**config.mk**
```make
export PLATFORM = sky130hd
export DESIGN_NAME = ds2411_id_ctrl
export DESIGN_NICKNAME = d
export VERILOG_FILES = /design/src/rtl/ds2411_id_ctrl.sv
export SDC_FILE = /design/constraint.sdc
export NUM_CORES = 1
export LEC_CHECK = 0
export ABC_AREA = 1
export CORE_ASPECT_RATIO = 2
export CORE_UTILIZATION = 45
export CTS_BUF_LIST = sky130_fd_sc_hd__clkbuf_4 sky130_fd_sc_hd__clkbuf_8
export CTS_CLUSTER_SIZE = 30
export DETAILED_ROUTE_END_ITERATION = 7
export PLACE_DENSITY = 0.72
export SLEW_MARGIN = 20
export SYNTH_ARGS = -nofsm -noshare
export SYNTH_HDL_FRONTEND = slang
export SYNTH_SLANG_ARGS = --single-unit
export TNS_END_PERCENT = 30
```
**constraint.sdc**
```tcl
create_clock -name clk -period 18.6 [get_ports clk]
set_input_delay 5.58 -clock clk [delete_from_list [all_inputs] [get_ports clk]]
set_output_delay 5.58 -clock clk [all_outputs]
set_load 0.05 [all_outputs]
```
**src/rtl/ds2411_id_ctrl.sv**
```systemverilog
// ds2411_id_ctrl: sequencer around the DS2411 serial-number reader.
// Pulses the reader's go strobe and waits for done, error or timeout.
// It then validates the returned ROM and retries up to MAX_TRIES attempts.
// It can also launch one identification automatically after reset.
// Optional feature macro: DS2411_CRC_CHECK_EN. When defined, CHECK runs a serial
// Dallas CRC-8 over all 64 ROM bits and tests the family code (0x01). When
// undefined, CHECK takes a single cycle and every completion is accepted.
module ds2411_id_ctrl #(
   parameter int MAX_TRIES  = 3,
   parameter int GO_HOLD    = 200,
   parameter int TIMEOUT    = 2_000_000,
   parameter int RETRY_GAP  = 100_000,
   parameter bit AUTO_START = 1'b1
) (
   input  logic        clk,
   input  logic        reset,
   input  logic        start,
   output logic        rd_go,
   input  logic        rd_done,
   input  logic        rd_error,
   input  logic [63:0] rd_result,
   output logic        busy,
   output logic        sn_valid,
   output logic        sn_fail,
   output logic [63:0] serial_num,
   output logic [1:0]  fail_code,
   output logic [3:0]  tries
);

   typedef enum logic [2:0] {
      S_IDLE,
      S_GO,
      S_WAIT,
      S_CHECK,
      S_GAP,
      S_FIN
   } state_t;

   // Last-count values for the shared phase counter (21 bits covers 20 ms).
   localparam logic [20:0] GO_LAST  = 21'(GO_HOLD - 1);
   localparam logic [20:0] TMO_LAST = 21'(TIMEOUT - 1);
   localparam logic [20:0] GAP_LAST = 21'(RETRY_GAP - 1);

   state_t      state;
   logic        auto_pend;
   logic        done_q;
   logic        err_q;
   logic [20:0] cnt;
   logic [63:0] rom_q;
   logic [63:0] rd_rev;
   logic        done_rise;
   logic        err_rise;
   logic        last_try;
   logic        accept;
   logic        att_fail;
   logic [1:0]  att_code;

`ifdef DS2411_CRC_CHECK_EN
   logic [7:0]  crc_q;

   // One step of the reflected x^8+x^5+x^4+1 CRC, LSB-first data.
   function automatic logic [7:0] crc8_step(input logic [7:0] crc, input logic din);
      logic fb;
      fb = crc[0] ^ din;
      crc8_step = {1'b0, crc[7:1]} ^ (fb ? 8'h8C : 8'h00);
   endfunction
`endif

   assign done_rise = rd_done & ~done_q;
   assign err_rise  = rd_error & ~err_q;
   assign last_try  = (tries == 4'(MAX_TRIES));

   // Reader delivers the first-received bit at [63]; flip so family lands in [7:0].
   always_comb begin
      rd_rev = '0;
      for (int i = 0; i < 64; i++) begin
         rd_rev[i] = rd_result[63 - i];
      end
   end

   // Decide, per cycle, whether the current attempt is accepted or has failed.
   always_comb begin
      accept   = 1'b0;
      att_fail = 1'b0;
      att_code = 2'b00;
      case (state)
         S_WAIT: begin
            if (err_rise) begin
               att_fail = 1'b1;
               att_code = 2'b01;
            end else if (!done_rise && (cnt == TMO_LAST)) begin
               att_fail = 1'b1;
               att_code = 2'b10;
            end
         end
         S_CHECK: begin
`ifdef DS2411_CRC_CHECK_EN
            if (cnt[6]) begin
               if ((crc_q == 8'h00) && (rom_q[7:0] == 8'h01)) begin
                  accept = 1'b1;
               end else begin
                  att_fail = 1'b1;
                  att_code = 2'b11;
               end
            end
`else
            accept = 1'b1;
`endif
         end
         default: begin
            accept   = 1'b0;
            att_fail = 1'b0;
         end
      endcase
   end

   // Completion edge detectors; loaded every cycle so stale levels never count.
   always_ff @(posedge clk) begin
      if (reset) begin
         done_q <= 1'b0;
         err_q  <= 1'b0;
      end else begin
         done_q <= rd_done;
         err_q  <= rd_error;
      end
   end

   // Capture the reordered ROM on completion and run the serial CRC across it.
   always_ff @(posedge clk) begin
      if ((state == S_WAIT) && !err_rise && done_rise) begin
         rom_q <= rd_rev;
`ifdef DS2411_CRC_CHECK_EN
         crc_q <= 8'h00;
      end else if ((state == S_CHECK) && !cnt[6]) begin
         crc_q <= crc8_step(crc_q, rom_q[cnt[5:0]]);
`endif
      end
   end

   // Main sequencer: go strobe, wait, check, retry gap and result reporting.
   always_ff @(posedge clk) begin
      if (reset) begin
         state      <= S_IDLE;
         auto_pend  <= AUTO_START;
         cnt        <= '0;
         rd_go      <= 1'b0;
         busy       <= 1'b0;
         sn_valid   <= 1'b0;
         sn_fail    <= 1'b0;
         serial_num <= '0;
         fail_code  <= 2'b00;
         tries      <= 4'd0;
      end else if (accept) begin
         sn_valid   <= 1'b1;
         serial_num <= rom_q;
         fail_code  <= 2'b00;
         state      <= S_FIN;
      end else if (att_fail) begin
         fail_code <= att_code;
         cnt       <= '0;
         if (last_try) begin
            sn_fail  <= 1'b1;
            sn_valid <= 1'b0;
            state    <= S_FIN;
         end else begin
            state <= S_GAP;
         end
      end else begin
         case (state)
            S_IDLE: begin
               if (start || auto_pend) begin
                  auto_pend <= 1'b0;
                  tries     <= 4'd1;
                  sn_fail   <= 1'b0;
                  fail_code <= 2'b00;
                  busy      <= 1'b1;
                  rd_go     <= 1'b1;
                  cnt       <= '0;
                  state     <= S_GO;
               end
            end
            S_GO: begin
               if (cnt == GO_LAST) begin
                  rd_go <= 1'b0;
                  cnt   <= '0;
                  state <= S_WAIT;
               end else begin
                  cnt <= cnt + 21'd1;
               end
            end
            S_WAIT: begin
               if (done_rise) begin
                  cnt   <= '0;
                  state <= S_CHECK;
               end else if (cnt != '1) begin
                  cnt <= cnt + 21'd1;
               end
            end
            S_CHECK: begin
               cnt <= cnt + 21'd1;
            end
            S_GAP: begin
               if (cnt == GAP_LAST) begin
                  rd_go <= 1'b1;
                  tries <= tries + 4'd1;
                  cnt   <= '0;
                  state <= S_GO;
               end else begin
                  cnt <= cnt + 21'd1;
               end
            end
            S_FIN: begin
               busy  <= 1'b0;
               state <= S_IDLE;
            end
            default: begin
               state <= S_IDLE;
            end
         endcase
      end
   end

endmodule

```
==> results of run 1 <==
==> worst max-delay path by stage <==
stage | start | to | cells after the start | slack [ns]
after floorplan | rd_done | rom_q[0]$_DFFE_PP_ | 2 | 7.90
after global placement | rd_done | cnt[0]$_SDFFE_PP0P_ | 11 | 10.80
after detailed placement | rd_done | cnt[3]$_SDFFE_PP0P_ | 11 | 10.81
after CTS | tries[2]$_SDFFE_PP0P_ | tries[2] | 1 | 11.24
after global routing | rd_done | cnt[0]$_SDFFE_PP0P_ | 11 | 11.06
final | tries[2]$_SDFFE_PP0P_ | tries[2] | 1 | 11.25
==> cell usage in the layout (no fill, tap or decap), types with 8 or more instances in the layout <==
| cell | count |
|---|---|
| a21oi_1 | 18 |
| clkbuf_8 | 17 |
| clkdlybuf4s50_1 | 142 |
| dfxtp_1 | 101 |
| edfxtp_1 | 64 |
| inv_1 | 48 |
| inv_2 | 10 |
| nand2_1 | 109 |
| nand2_2 | 9 |
| nand3_1 | 45 |
| nand3_2 | 8 |
| nand4_1 | 8 |
| nor2_1 | 199 |
| o21ai_0 | 73 |
==> state kept, by name, summed over array words and instances, names as in the netlist, 2 cells and up <==
signal,flops
cnt,21
rom_q,64
state,3
serial_num,64
fail_code,2
tries,4
==> metal layers <==
metal  vias up  share of wire (%)  track usage [%]
met2       178                 54             41.9
met1      2608                 36             24.3
met4         0                5.3             15.0
met5         -                  0                0
li1       2790                  -                -
met3        54                4.3             5.78
==> layout make-up <==
| cell class | instances | area [sq um] |
|---|---|---|
| repair buffers | 147 | 1460 |
| multi-input cells | 519 | 2440 |
| well taps | 195 | 244 |
| inverters | 59 | 223 |
| clock buffers | 18 | 241 |
| fillers | 1365 | 6060 |
| clock inverters | 14 | 130 |
| flip-flops and latches | 165 | 3940 |
==> cell usage after synthesis, types with 9 or more instances <==
master and number:
edfxtp_1 64, clkbuf_1 22, nand2_1 109, inv_1 49
inv_2 9, a21oi_1 18, nand2_2 9, nand3_1 45
nor2_1 199, o21ai_0 73, dfxtp_1 101
==> cells by family after synthesis <==
kind of cell	count (synthesis)	share of synthesized area [%]
adder cells (fa/ha/maj)	2	0.370
AO/OA/AOI/OAI	110	8.73
flip-flops	165	58.3
XOR/XNOR	7	0.906
AND/OR/NAND/NOR	400	25.9
buffers and inverters	93	5.79
==> stage by stage <==
stage               std cells  util [%]  cell area, sq um
floorplan                 777         -              6770
global placement         1085      56.3              8310
detailed placement       1085      56.3              8310
CTS                      1117      58.9              8680
global route             1117      58.9              8680
finish                   1117      58.9              8680
==> power by group <==
group | internal [W] | total, W | switching, W
clock | 0.000108 | 0.000245 | 0.000137
combinational | 0.000116 | 0.000389 | 0.000273
sequential | 0.000425 | 0.000459 | 0.0000339
total | 0.000650 | 0.00109 | 0.000444
==> flow_summary.json, run 1 <==
{
  "status": "finished clean",
  "min_period_over_period_pct": 39.5,
  "setup_viol": 0,
  "drc": 0,
  "cp_slowest_cell": "clkdlybuf4s50_1",
  "power_w": 0.00109,
  "yosysWarnings": 0,
  "post_cts_buffers": 0,
  "wl_per_cell_um": 15.5,
  "synth_cell_types": 36,
  "ctsHoldBuffers": 0,
  "cts_max_level": 4,
  "drv_cap": 0,
  "syn_area_sq_um": 6770,
  "path_max_fanout": 5,
  "min_from": "auto_pend$_SDFFE_PP1P_",
  "grt_usage_pct": 23.8,
  "ff2ff_path_depth": 9,
  "drv_slew": 0,
  "fin_ws_ns": 11.25,
  "die_x_um": 88.7,
  "grt_start_max_net_pins": 73,
  "dieArea_sq_um": 15600,
  "cp-end-kind": "output pin",
  "whs_ns": 0.453,
  "cts_root_buf": "clkbuf_8",
  "ant_nets": 0,
  "initial_core_util_pct": 45.9,
  "worst-setup-path-type": "flop to output pin",
  "core_sq_um": 14700,
  "fp-row-count": 63,
  "rr_startpoint": "state[0]$_SDFFE_PP0P_",
  "cts_resized": 0,
  "globalplace.congestion": 0.889,
  "crit_buf_inv": 1,
  "setup-tns-final_ns": 0,
  "min_path_cells": 2,
  "dpl.hpwl_um": 11900,
  "hold_class": "flop to flop",
  "ys_ff_latch": 165,
  "synthTopCellsByArea": "dfxtp_1 (30%), edfxtp_1 (28%), nor2_1 (11%)",
  "rsz0062_at_grt": "no",
  "slew_headroom_pct": 38.3,
  "diodes": 0,
  "fin_skew_ns": 0.0167,
  "p_leak_nw": 3.38,
  "num_vias": 5630,
  "grt_pass1_wl_um": 27600,
  "hold_violations": 0,
  "ios": 143,
  "numPortBuffers": 142,
  "critical_path_required_ns": 13.02,
  "fin_crit_ns": 7.35,
  "crit_path_cell_trace": "clkdlybuf4s50_1",
  "die_h_um": 175,
  "numCtsBuffers": 17,
  "synthArstFlopShare_pct": 0,
  "ys_seq_area_share_pct": 58.3,
  "reg2reg_setup_slack_ns": 16.26,
  "hold_path_end": "auto_pend$_SDFFE_PP1P_",
  "syn_to_final_growth_pct": 28.2,
  "clock_latency_ns": 0.47,
  "antenna_found_initial": 0,
  "synth_cells": 777,
  "path_delay_family": "buffers and inverters",
  "yosys.area.top_type_share_pct": 29.9,
  "irDropWorstVdd_uv": 84.8,
  "synth.avg_cell_area_sq_um": 8.71,
  "powerDensity_nw_per_um2": 126,
  "tightest_slew_ns": 0.922,
  "max-clock-path-buffers": 2,
  "grt_overflow_total": 0,
  "synth.largest_area_cell": "dfxtp_1",
  "cpPeakStageDelay_ns": 0.85,
  "drt_pass1_iterations": 4,
  "ys.flop_type": "dfxtp_1",
  "clock.fmax_mhz": 136,
  "drtIter0Drc": 315,
  "place_ws_ns": 10.81,
  "critPathLaunchType": "flop",
  "clk_pin_slew_ns": 0.10,
  "synth_edf_count": 64,
  "viasPerCell": 5.04,
  "cts_tree": "built",
  "synthesis.nets": 848,
  "clock_sinks": 165,
  "drive_gt1_share_pct": 9.00,
  "arrival_ns": 1.77,
  "num-nets-final": 980,
  "rr_endpoint": "cnt[3]$_SDFFE_PP0P_",
  "grt_pass1_vias": 5595,
  "routed_wl_um": 17400
}
No activity file was read; power rests on OpenSTA's default activity.
==> run 2, diff against run 1 <==
--- a/config.mk
+++ b/config.mk
@@ -11,7 +11,7 @@
 export CTS_BUF_LIST = sky130_fd_sc_hd__clkbuf_4 sky130_fd_sc_hd__clkbuf_8
 export CTS_CLUSTER_SIZE = 30
 export DETAILED_ROUTE_END_ITERATION = 7
-export PLACE_DENSITY = 0.72
+export PLACE_DENSITY = 0.75
 export SLEW_MARGIN = 20
 export SYNTH_ARGS = -nofsm -noshare
 export SYNTH_HDL_FRONTEND = slang
==> constraint.sdc (replaced) <==
create_clock -name clk -period 6.4 [get_ports clk]
set_input_delay 1.92 -clock clk [delete_from_list [all_inputs] [get_ports clk]]
set_output_delay 1.92 -clock clk [all_outputs]
set_load 0.05 [all_outputs]
==> flow_summary.json, run 2 (same netlist as run 1, synthesis figures left out) <==
{
  "reg2reg_setup_slack_ns": 3.98,
  "antenna_found_initial": 0,
  "critPathLaunchType": "input port",
  "fp-row-count": 63,
  "cts_max_level": 4,
  "syn_to_final_growth_pct": 28.8,
  "cts_tree": "built",
  "cpPeakStageDelay_ns": 0.56,
  "clock_latency_ns": 0.45,
  "grt_start_max_net_pins": 73,
  "min_path_cells": 2,
  "num-nets-final": 980,
  "cp_slowest_cell": "a21oi_2",
  "drive_gt1_share_pct": 9.11,
  "placed_cells": 1085,
  "viasPerCell": 5.06,
  "initial_core_util_pct": 45.9,
  "crit_path_cell_trace": "clkdlybuf4s50_1 > nand2_1 > nand2_1 > nor2_1 > nand3_2 > nand2_1 > a21oi_2 > nand2_1 > nor2_1 > nor2_1 > nor2_1",
  "grt_usage_pct": 23.3,
  "fill_cells": 1327,
  "path_max_fanout": 13,
  "numPortBuffers": 142,
  "powerDensity_nw_per_um2": 367,
  "fin_crit_ns": 3.73,
  "die_h_um": 175,
  "slew_headroom_pct": 37.8,
  "cp-end-kind": "flop",
  "dpl.hpwl_um": 11800,
  "routed_wl_um": 17300,
  "wl_per_cell_um": 15.5,
  "rr_startpoint": "state[2]$_SDFFE_PP0P_",
  "hold_violations": 0,
  "clk_pin_slew_ns": 0.09,
  "place_ws_ns": 2.26,
  "cts_root_buf": "clkbuf_8",
  "numCtsBuffers": 17,
  "clock_sinks": 165,
  "tightest_slew_ns": 0.932,
  "fin_skew_ns": 0.0197,
  "clock.fmax_mhz": 268,
  "drc": 0,
  "rr_endpoint": "cnt[7]$_SDFFE_PP0P_",
  "die_x_um": 88.7,
  "crit_buf_inv": 1,
  "layout_common_cells": "nor2_1 (199), clkdlybuf4s50_1 (142), nand2_1 (109), dfxtp_1 (101), o21ai_0 (73)",
  "path_delay_family": "simple AND/OR/NAND/NOR gates",
  "ff2ff_path_depth": 9,
  "fin_ws_ns": 2.67,
  "rsz0062_at_grt": "no",
  "min_from": "auto_pend$_SDFFE_PP1P_",
  "dieArea_sq_um": 15600,
  "max-clock-path-buffers": 2,
  "arrival_ns": 4.11,
  "core_sq_um": 14700,
  "post_cts_buffers": 0,
  "worst-setup-path-type": "input port to flop",
  "irDropWorstVdd_uv": 259,
  "min_period_over_period_pct": 58.3,
  "ios": 143,
  "drv_slew": 0,
  "final_cell_count_no_fill": 1117,
  "diodes": 0,
  "grt_pass1_wl_um": 27400,
  "reg_top3": "rom_q (64), serial_num (64), cnt (21)",
  "status": "finished clean",
  "ctsHoldBuffers": 0,
  "hold_path_end": "auto_pend$_SDFFE_PP1P_",
  "drv_cap": 0,
  "critical_path_required_ns": 6.77,
  "cts_resized": 0,
  "grt_overflow_total": 0,
  "hold_class": "flop to flop",
  "num_vias": 5647,
  "setup_viol": 0,
  "p_leak_nw": 3.42,
  "drtIter0Drc": 310,
  "layout_commonest_cell": "nor2_1",
  "setup-tns-final_ns": 0,
  "drt_pass1_iterations": 5,
  "ant_nets": 0,
  "grt_pass1_vias": 5488,
  "globalplace.congestion": 0.973
}
## run 2: cell count changes in the layout (fill, tap and decap cells not counted)
cell / delta
clkinvlp_4: -5
bufinv_16: -1
clkinv_2: -1
inv_6: -1
clkinv_4: +2
clkinv_8: +3
clkbuf_4: -1
inv_8: +4
clkinv_1: -1
nor3_4: +1
nor3_2: -1
clkbuf_8: +1
## run 2: per-layer routing
metal / vias to the layer above / track usage (%) / wire length (um)
li1: 2789 / - / -
met1: 2647 / 24.7 / 6270
met3: 49 / 4.56 / 645
met5: - / 0 / 0
met4: 0 / 13.0 / 826
met2: 162 / 41.7 / 9550
## run 2: worst register-to-register path, cell delays in order (launching register included)
cell	delay (ns)
dfxtp_1	0.36
inv_2	0.09
nand2_2	0.10
nor2_4	0.30
inv_2	0.09
a21oi_1	0.34
nand3_2	0.19
o21ai_2	0.56
a21oi_1	0.13
and2_1	0.16
## run 2: cell type report
cell class	count	area, sq um	area share (%)
clock inverters	14	156	1.79
flip-flops and latches	165	3940	45.2
inverters	59	223	2.56
repair buffers	147	1460	16.7
multi-input cells	519	2440	28.0
clock buffers	18	248	2.84
well taps	195	244	2.80
## run 2: worst max path at each step
stage	startpoint	endpoint	slack [ns]	cells past startpoint
2_1_floorplan	rd_done	rom_q[0]$_DFFE_PP_	1.32	2
3_3_place_gp	rd_done	cnt[0]$_SDFFE_PP0P_	2.29	11
3_5_place_dp	rd_done	cnt[3]$_SDFFE_PP0P_	2.26	11
4_1_cts	rd_done	cnt[3]$_SDFFE_PP0P_	2.69	11
5_1_grt	rd_done	cnt[3]$_SDFFE_PP0P_	2.48	11
6_report	rd_done	cnt[3]$_SDFFE_PP0P_	2.67	11
## run 2: report_power, final
part	switching (W)	internal, W
registers	0.000102	0.00124
logic	0.000781	0.000338
clock network	0.000442	0.000305
total	0.00132	0.00188
## run 2: per-stage QoR
stage / hold slack, ns / power [W] / util [%] / cell area [sq um]
CTS: 0.455 / 0.00322 / 59.1 / 8720
detailed placement: 0.437 / 0.00248 / 56.4 / 8310
floorplan: 0.419 / 0.00214 / - / 6770
global placement: 0.436 / 0.00247 / 56.4 / 8310
global route: 0.492 / 0.00337 / 59.1 / 8720
finish: 0.451 / 0.00320 / 59.1 / 8720
